[src/rtl/regfile_8x16_pkg.sv]
// Shared sizing defaults and word typedefs for the 8x16 register file.
// Also used by the downstream 2:1 mux stage that takes rd0_data/rd1_data.
package regfile_8x16_pkg;

   localparam int RF_DATA_W = 16;
   localparam int RF_DEPTH  = 8;
   localparam int RF_ADDR_W = $clog2(RF_DEPTH);

   typedef logic [RF_DATA_W-1:0] rf_data_t;
   typedef logic [RF_ADDR_W-1:0] rf_addr_t;

endpackage

[src/rtl/regfile_rd_port.sv]
// One registered read port: address mux, write bypass, output reg with hold.
// Ports: clk_i, rst_ni, ld_i (accept read), addr_i, mem_i (storage view),
//   wr_en_i/wr_addr_i/wr_data_i (effective write, for bypass), data_o.
//   Macro REGFILE_ZERO_REG_EN forces address 0 to read as zero.
module regfile_rd_port
   import regfile_8x16_pkg::*;
#(
   parameter int DATA_W = RF_DATA_W,
   parameter int DEPTH  = RF_DEPTH,
   parameter int ADDR_W = RF_ADDR_W
) (
   input  logic              clk_i,
   input  logic              rst_ni,
   input  logic              ld_i,
   input  logic [ADDR_W-1:0] addr_i,
   input  logic [DATA_W-1:0] mem_i [DEPTH],
   input  logic              wr_en_i,
   input  logic [ADDR_W-1:0] wr_addr_i,
   input  logic [DATA_W-1:0] wr_data_i,
   output logic [DATA_W-1:0] data_o
);

   logic [ADDR_W-1:0] idx;
   logic              hit;
   logic              zero;
   logic [DATA_W-1:0] data_d;
   logic [DATA_W-1:0] data_q;

   // Addresses wrap modulo DEPTH.
   assign idx = ADDR_W'(int'(addr_i) % DEPTH);
   // wr_addr_i is already reduced by the top.
   assign hit = wr_en_i && (wr_addr_i == idx);

`ifdef REGFILE_ZERO_REG_EN
   assign zero = (idx == '0);
`else
   assign zero = 1'b0;
`endif

   always_comb begin
      data_d = data_q;
      if (ld_i) begin
         if (zero)     data_d = '0;
         else if (hit) data_d = wr_data_i;
         else          data_d = mem_i[idx];
      end
   end

   always_ff @(posedge clk_i or negedge rst_ni) begin
      if (!rst_ni) data_q <= '0;
      else         data_q <= data_d;
   end

   assign data_o = data_q;

endmodule

[src/rtl/regfile_8x16.sv]
// DEPTH x DATA_W register file, one write port, two 1-cycle read ports.
// Ports: clk, rst_n, wr_en/wr_addr/wr_data, rd_en, rd0_addr, rd1_addr,
//   hold, rd0_data, rd1_data, rd_valid. Macro: REGFILE_ZERO_REG_EN.
module regfile_8x16
   import regfile_8x16_pkg::*;
#(
   parameter int DATA_W = RF_DATA_W,
   parameter int DEPTH  = RF_DEPTH,
   parameter int ADDR_W = RF_ADDR_W
) (
   input  logic              clk,
   input  logic              rst_n,
   input  logic              wr_en,
   input  logic [ADDR_W-1:0] wr_addr,
   input  logic [DATA_W-1:0] wr_data,
   input  logic              rd_en,
   input  logic [ADDR_W-1:0] rd0_addr,
   input  logic [ADDR_W-1:0] rd1_addr,
   input  logic              hold,
   output logic [DATA_W-1:0] rd0_data,
   output logic [DATA_W-1:0] rd1_data,
   output logic              rd_valid
);

   logic [DATA_W-1:0] mem_q [DEPTH];
   logic [ADDR_W-1:0] widx;
   logic              we;
   logic              ld;
   logic              rd_valid_q;

   assign widx = ADDR_W'(int'(wr_addr) % DEPTH);

`ifdef REGFILE_ZERO_REG_EN
   // Register 0 is hardwired: its writes are dropped, so no bypass either.
   assign we = wr_en && (widx != '0);
`else
   assign we = wr_en;
`endif

   assign ld = rd_en && !hold;

   always_ff @(posedge clk or negedge rst_n) begin
      if (!rst_n) begin
         for (int i = 0; i < DEPTH; i++) mem_q[i] <= '0;
      end else if (we) begin
         mem_q[widx] <= wr_data;
      end
   end

   always_ff @(posedge clk or negedge rst_n) begin
      if (!rst_n)     rd_valid_q <= 1'b0;
      else if (!hold) rd_valid_q <= rd_en;
   end

   regfile_rd_port #(
      .DATA_W (DATA_W),
      .DEPTH  (DEPTH),
      .ADDR_W (ADDR_W)
   ) u_rd0 (
      .clk_i     (clk),
      .rst_ni    (rst_n),
      .ld_i      (ld),
      .addr_i    (rd0_addr),
      .mem_i     (mem_q),
      .wr_en_i   (we),
      .wr_addr_i (widx),
      .wr_data_i (wr_data),
      .data_o    (rd0_data)
   );

   regfile_rd_port #(
      .DATA_W (DATA_W),
      .DEPTH  (DEPTH),
      .ADDR_W (ADDR_W)
   ) u_rd1 (
      .clk_i     (clk),
      .rst_ni    (rst_n),
      .ld_i      (ld),
      .addr_i    (rd1_addr),
      .mem_i     (mem_q),
      .wr_en_i   (we),
      .wr_addr_i (widx),
      .wr_data_i (wr_data),
      .data_o    (rd1_data)
   );

   assign rd_valid = rd_valid_q;

endmodule
[config.mk]
export PLATFORM = sky130hd
export DESIGN_NAME = regfile_8x16
export DESIGN_NICKNAME = d
export VERILOG_FILES = /design/src/rtl/regfile_8x16_pkg.sv /design/src/rtl/regfile_rd_port.sv /design/src/rtl/regfile_8x16.sv
export SDC_FILE = /design/constraint.sdc
export NUM_CORES = 1
export LEC_CHECK = 0
export ABC_AREA = 0
export CAP_MARGIN = 20
export CORE_MARGIN = 4
export CORE_UTILIZATION = 28
export DETAILED_ROUTE_END_ITERATION = 12
export HOLD_SLACK_MARGIN = 0.08
export REMOVE_ABC_BUFFERS = 1
export SETUP_SLACK_MARGIN = 0.05
export SKIP_CTS_REPAIR_TIMING = 1
export SKIP_LAST_GASP = 1
export SYNTH_ARGS = -nofsm -noshare
export SYNTH_HDL_FRONTEND = slang
export SYNTH_SLANG_ARGS = --single-unit
export TNS_END_PERCENT = 1
[constraint.sdc]
create_clock -name clk -period 2.4 [get_ports clk]
set_input_delay 0.48 -clock clk [delete_from_list [all_inputs] [get_ports clk]]
set_output_delay 0.48 -clock clk [all_outputs]
set_load 0.01 [all_outputs]
==> impl_metrics.csv <==
group,metric,value,unit
clock_network,htree_levels,4,
setup_path,crit_type,"register to output pin",
timing,fin_ws,0.519,ns
detailed_routing,vias_per_cell,5.04,
pwr,clkPwrFrac,33.5,%
pwr,p_per_area,854,nW/µm²
timing,skew,0.00956,ns
pwr,p_switching,2.28,mW
die,fp.coreArea,28900,µm²
setup_path,r2r_cells,3,
timing,setup_tns,0,ns
synth,async_flop_share,100,%
setup_path,end_kind,"output pin",
grt,grt_max_degree,53,
pwr,switching_share,26.2,%
setup_path,path_delay_family,"buffers and inverters",
grt,grt_util_all_layers,13.3,%
synth,synthMostInstantiatedCell,"dfrtp_1",
clock_network,cts_buffers,17,
grt,grt_pass1_vias,5428,
clock_network,clk_pin_slew_worst_paths,0.06,ns
placement,place.gp.congestion,0.753,
pwr,combPwrFrac,23.3,%
min_path,whs_path_depth,2,
setup_path,path_cells,"clkdlybuf4s50_1",
clock_network,cts_tree,"built",
setup_path,rrSetupSlack,1.00,ns
detailed_routing,drc,0,
clock_network,clock_sinks,161,
layout,area_growth,22.5,%
synth,synth_enable_flop_cells,0,
timing,slew_headroom,63.5,%
detailed_routing,wl_per_cell,20.7,µm
grt,overflow,0,
synth,synth_area,8300,µm²
timing,slew_violations,0,
clock_network,clockRootBuffer,"clkbuf_16",
timing,period_minus_slack,1.88,ns
layout,drive_above_1_share,39.7,%
pwr,vdd_ir_drop_max,0.420,mV
detailed_routing,num_vias,5164,
pwr,p_int,6.40,mW
detailed_routing,drt-pass1-iter-count,4,
setup_path,r2r_end,"u_rd0.data_o[11]$_DFFE_PN0P_",
synth,synth_warnings,0,
detailed_routing,routed_wl,21200,µm
timing,grt_setup_unrepaired,"false",
min_path,hp-class,"register to register",
pwr,leakage,4.17,nW
detailed_routing,drt_iter0_markers,299,
flow_run,cap_violations,0,
synth,netlist_top_cells_count,"dfrtp_1, mux2_2, nand2_1, mux4_2",
timing,setup_viol,0,
synth,synth_top_area_share,48.6,%
timing,hold_viol_final,0,
setup_path,critPathBufInv,1,
setup_path,worst-path-max-fanout,2,
setup_path,cp_slowest_cell,"clkdlybuf4s50_1",
die,rows,62,
min_path,min_from,"u_rd0.data_o[8]$_DFFE_PN0P_",
pwr,p_seq_share,43.2,%
timing,fmax,532,MHz
synth,avgSynthCellArea,15.1,µm²
setup_path,cp_slowest_stage_delay,0.58,ns
placement,port_buffers,62,
die,io_pins,63,
timing,holdWs,0.493,ns
layout,antenna_cells,0,
detailed_routing,ant_nets,0,
grt,antenna_found_initial,0,
synth,synth-seq-cells,161,
grt,grt_first_pass_wirelength,33400,µm
placement,place_ws,0.121,ns
layout,utilization,35.1,%
setup_path,reg2reg_from,"mem_q[27]$_DFFE_PN0P_",
synth,synth_top_cell_by_area,"dfrtp_1",
timing,period_share,78.4,%
layout,fin_nets,657,
synth,syn_inst,551,
timing,worst_pin_slew,0.547,ns
synth,synthFlopType,"dfrtp_1",
run_status,status,"completed",
setup_path,startpoint_type,"register",
die,initial_core_util,28.7,%
min_path,whs_endpoint,"u_rd0.data_o[8]$_DFFE_PN0P_",
die,die_x,180,µm
setup_path,crit_arrival,1.40,ns
clock_network,clockBufferDepth,2,
setup_path,crit_required,1.92,ns
die,fp.dieH,180,µm
synth,synth_cell_types,28,
clock_network,clkLatencyLatePin,0.43,ns
placement,dp_hpwl,13900,µm
synth,yosysSeqAreaShare,48.6,%
synth,synthTopCellsByArea,"dfrtp_1, mux4_2, mux2_2",
layout,nFillCells,2769,
die,die_area,32400,µm²
==> worst reg2reg max path, cell delays in order, from the launching register on <==
cell      delay [ns]
dfrtp_1         0.40
mux4_2          0.47
mux2i_1         0.24
o221ai_1        0.15
==> cell families after synthesis <==
| group | share of synthesized area [%] |
|---|---|
| buffers and inverters | 3.88 |
| multiplexers | 37.7 |
| flip-flops | 48.6 |
| AND/OR/NAND/NOR | 4.92 |
| AO/OA/AOI/OAI | 4.34 |
| XOR/XNOR | 0.633 |
==> how the worst max path moves through the flow <==
| stage | start | end | slack [ns] | cells after the start |
|---|---|---|---|---|
| global placement | wr_addr[2] | mem_q[83]$_DFFE_PN0P_ | 0.15 | 5 |
| finish | u_rd0.data_o[9]$_DFFE_PN0P_ | rd0_data[9] | 0.52 | 1 |
| floorplan | hold | u_rd1.data_o[0]$_DFFE_PN0P_ | 0.54 | 3 |
| global route | u_rd0.data_o[9]$_DFFE_PN0P_ | rd0_data[9] | 0.44 | 1 |
| CTS | u_rd0.data_o[9]$_DFFE_PN0P_ | rd0_data[9] | 0.49 | 1 |
| detailed placement | wr_addr[2] | mem_q[80]$_DFFE_PN0P_ | 0.12 | 5 |
==> sequential cells by signal, summed over array words and instances (netlist names) <==
name / flops
rd_valid: 1
mem_q: 128
u_rd0.data_o: 16
u_rd1.data_o: 16
==> power by group through the flow <==
stage / registers [mW] / clock network (mW) / logic [mW]
after floorplan: 3.72 / 0 / 1.19
after global placement: 3.77 / 0 / 2.01
after detailed placement: 3.79 / 0 / 2.05
after CTS: 3.75 / 2.97 / 2.06
after global routing: 3.83 / 3.08 / 2.20
final: 3.75 / 2.91 / 2.02
==> per-stage QoR <==
stage	cell area (µm²)	std cells	power (mW)
2_1_floorplan	7990	506	4.92
6_report	10200	1024	8.68
3_3_place_gp	9520	991	5.79
3_5_place_dp	9520	991	5.84
4_1_cts	10200	1023	8.77
5_1_grt	10200	1024	9.11
==> cell type report <==
cell class | instances | area, µm² | area share, %
flip-flops and latches | 161 | 4030 | 39.6
multi-input cells | 342 | 3950 | 38.8
repair buffers | 102 | 1060 | 10.4
well taps | 384 | 480 | 4.73
clock buffers | 20 | 457 | 4.49
clock inverters | 12 | 183 | 1.80
inverters | 3 | 11.3 | 0.111
==> cells in the final DEF, fill, tap and decap left out, drive strengths merged <==
cell | synthesis | routed
dfrtp | 161 | 161
mux2 | 116 | 116
mux4 | 64 | 64
nand2 | 63 | 63
clkdlybuf4s50 | 0 | 58
buf | 35 | 43
mux2i | 32 | 32
o221ai | 32 | 32
clkbuf | 10 | 20
o21ai | 12 | 12
xnor2 | 6 | 6
clkinv | 0 | 5
bufinv | 0 | 4
nand4 | 4 | 4
inv | 3 | 3
nand4b | 3 | 3
clkinvlp | 0 | 3
nor3b | 2 | 2
nor3 | 2 | 2
a41o | 2 | 2
nand2b | 2 | 2
nor2b | 1 | 1
and3b | 1 | 1
dlygate4sd3 | 0 | 1
==> layer usage <==
metal,up-vias,part of all wire [%],global-route usage [%]
li1,2276,-,-
met5,-,0,0
met3,14,5.0,3.37
met2,106,49,21.2
met1,2768,45,18.5
met4,0,0.72,2.90
Power figures use the tool's default switching activity.
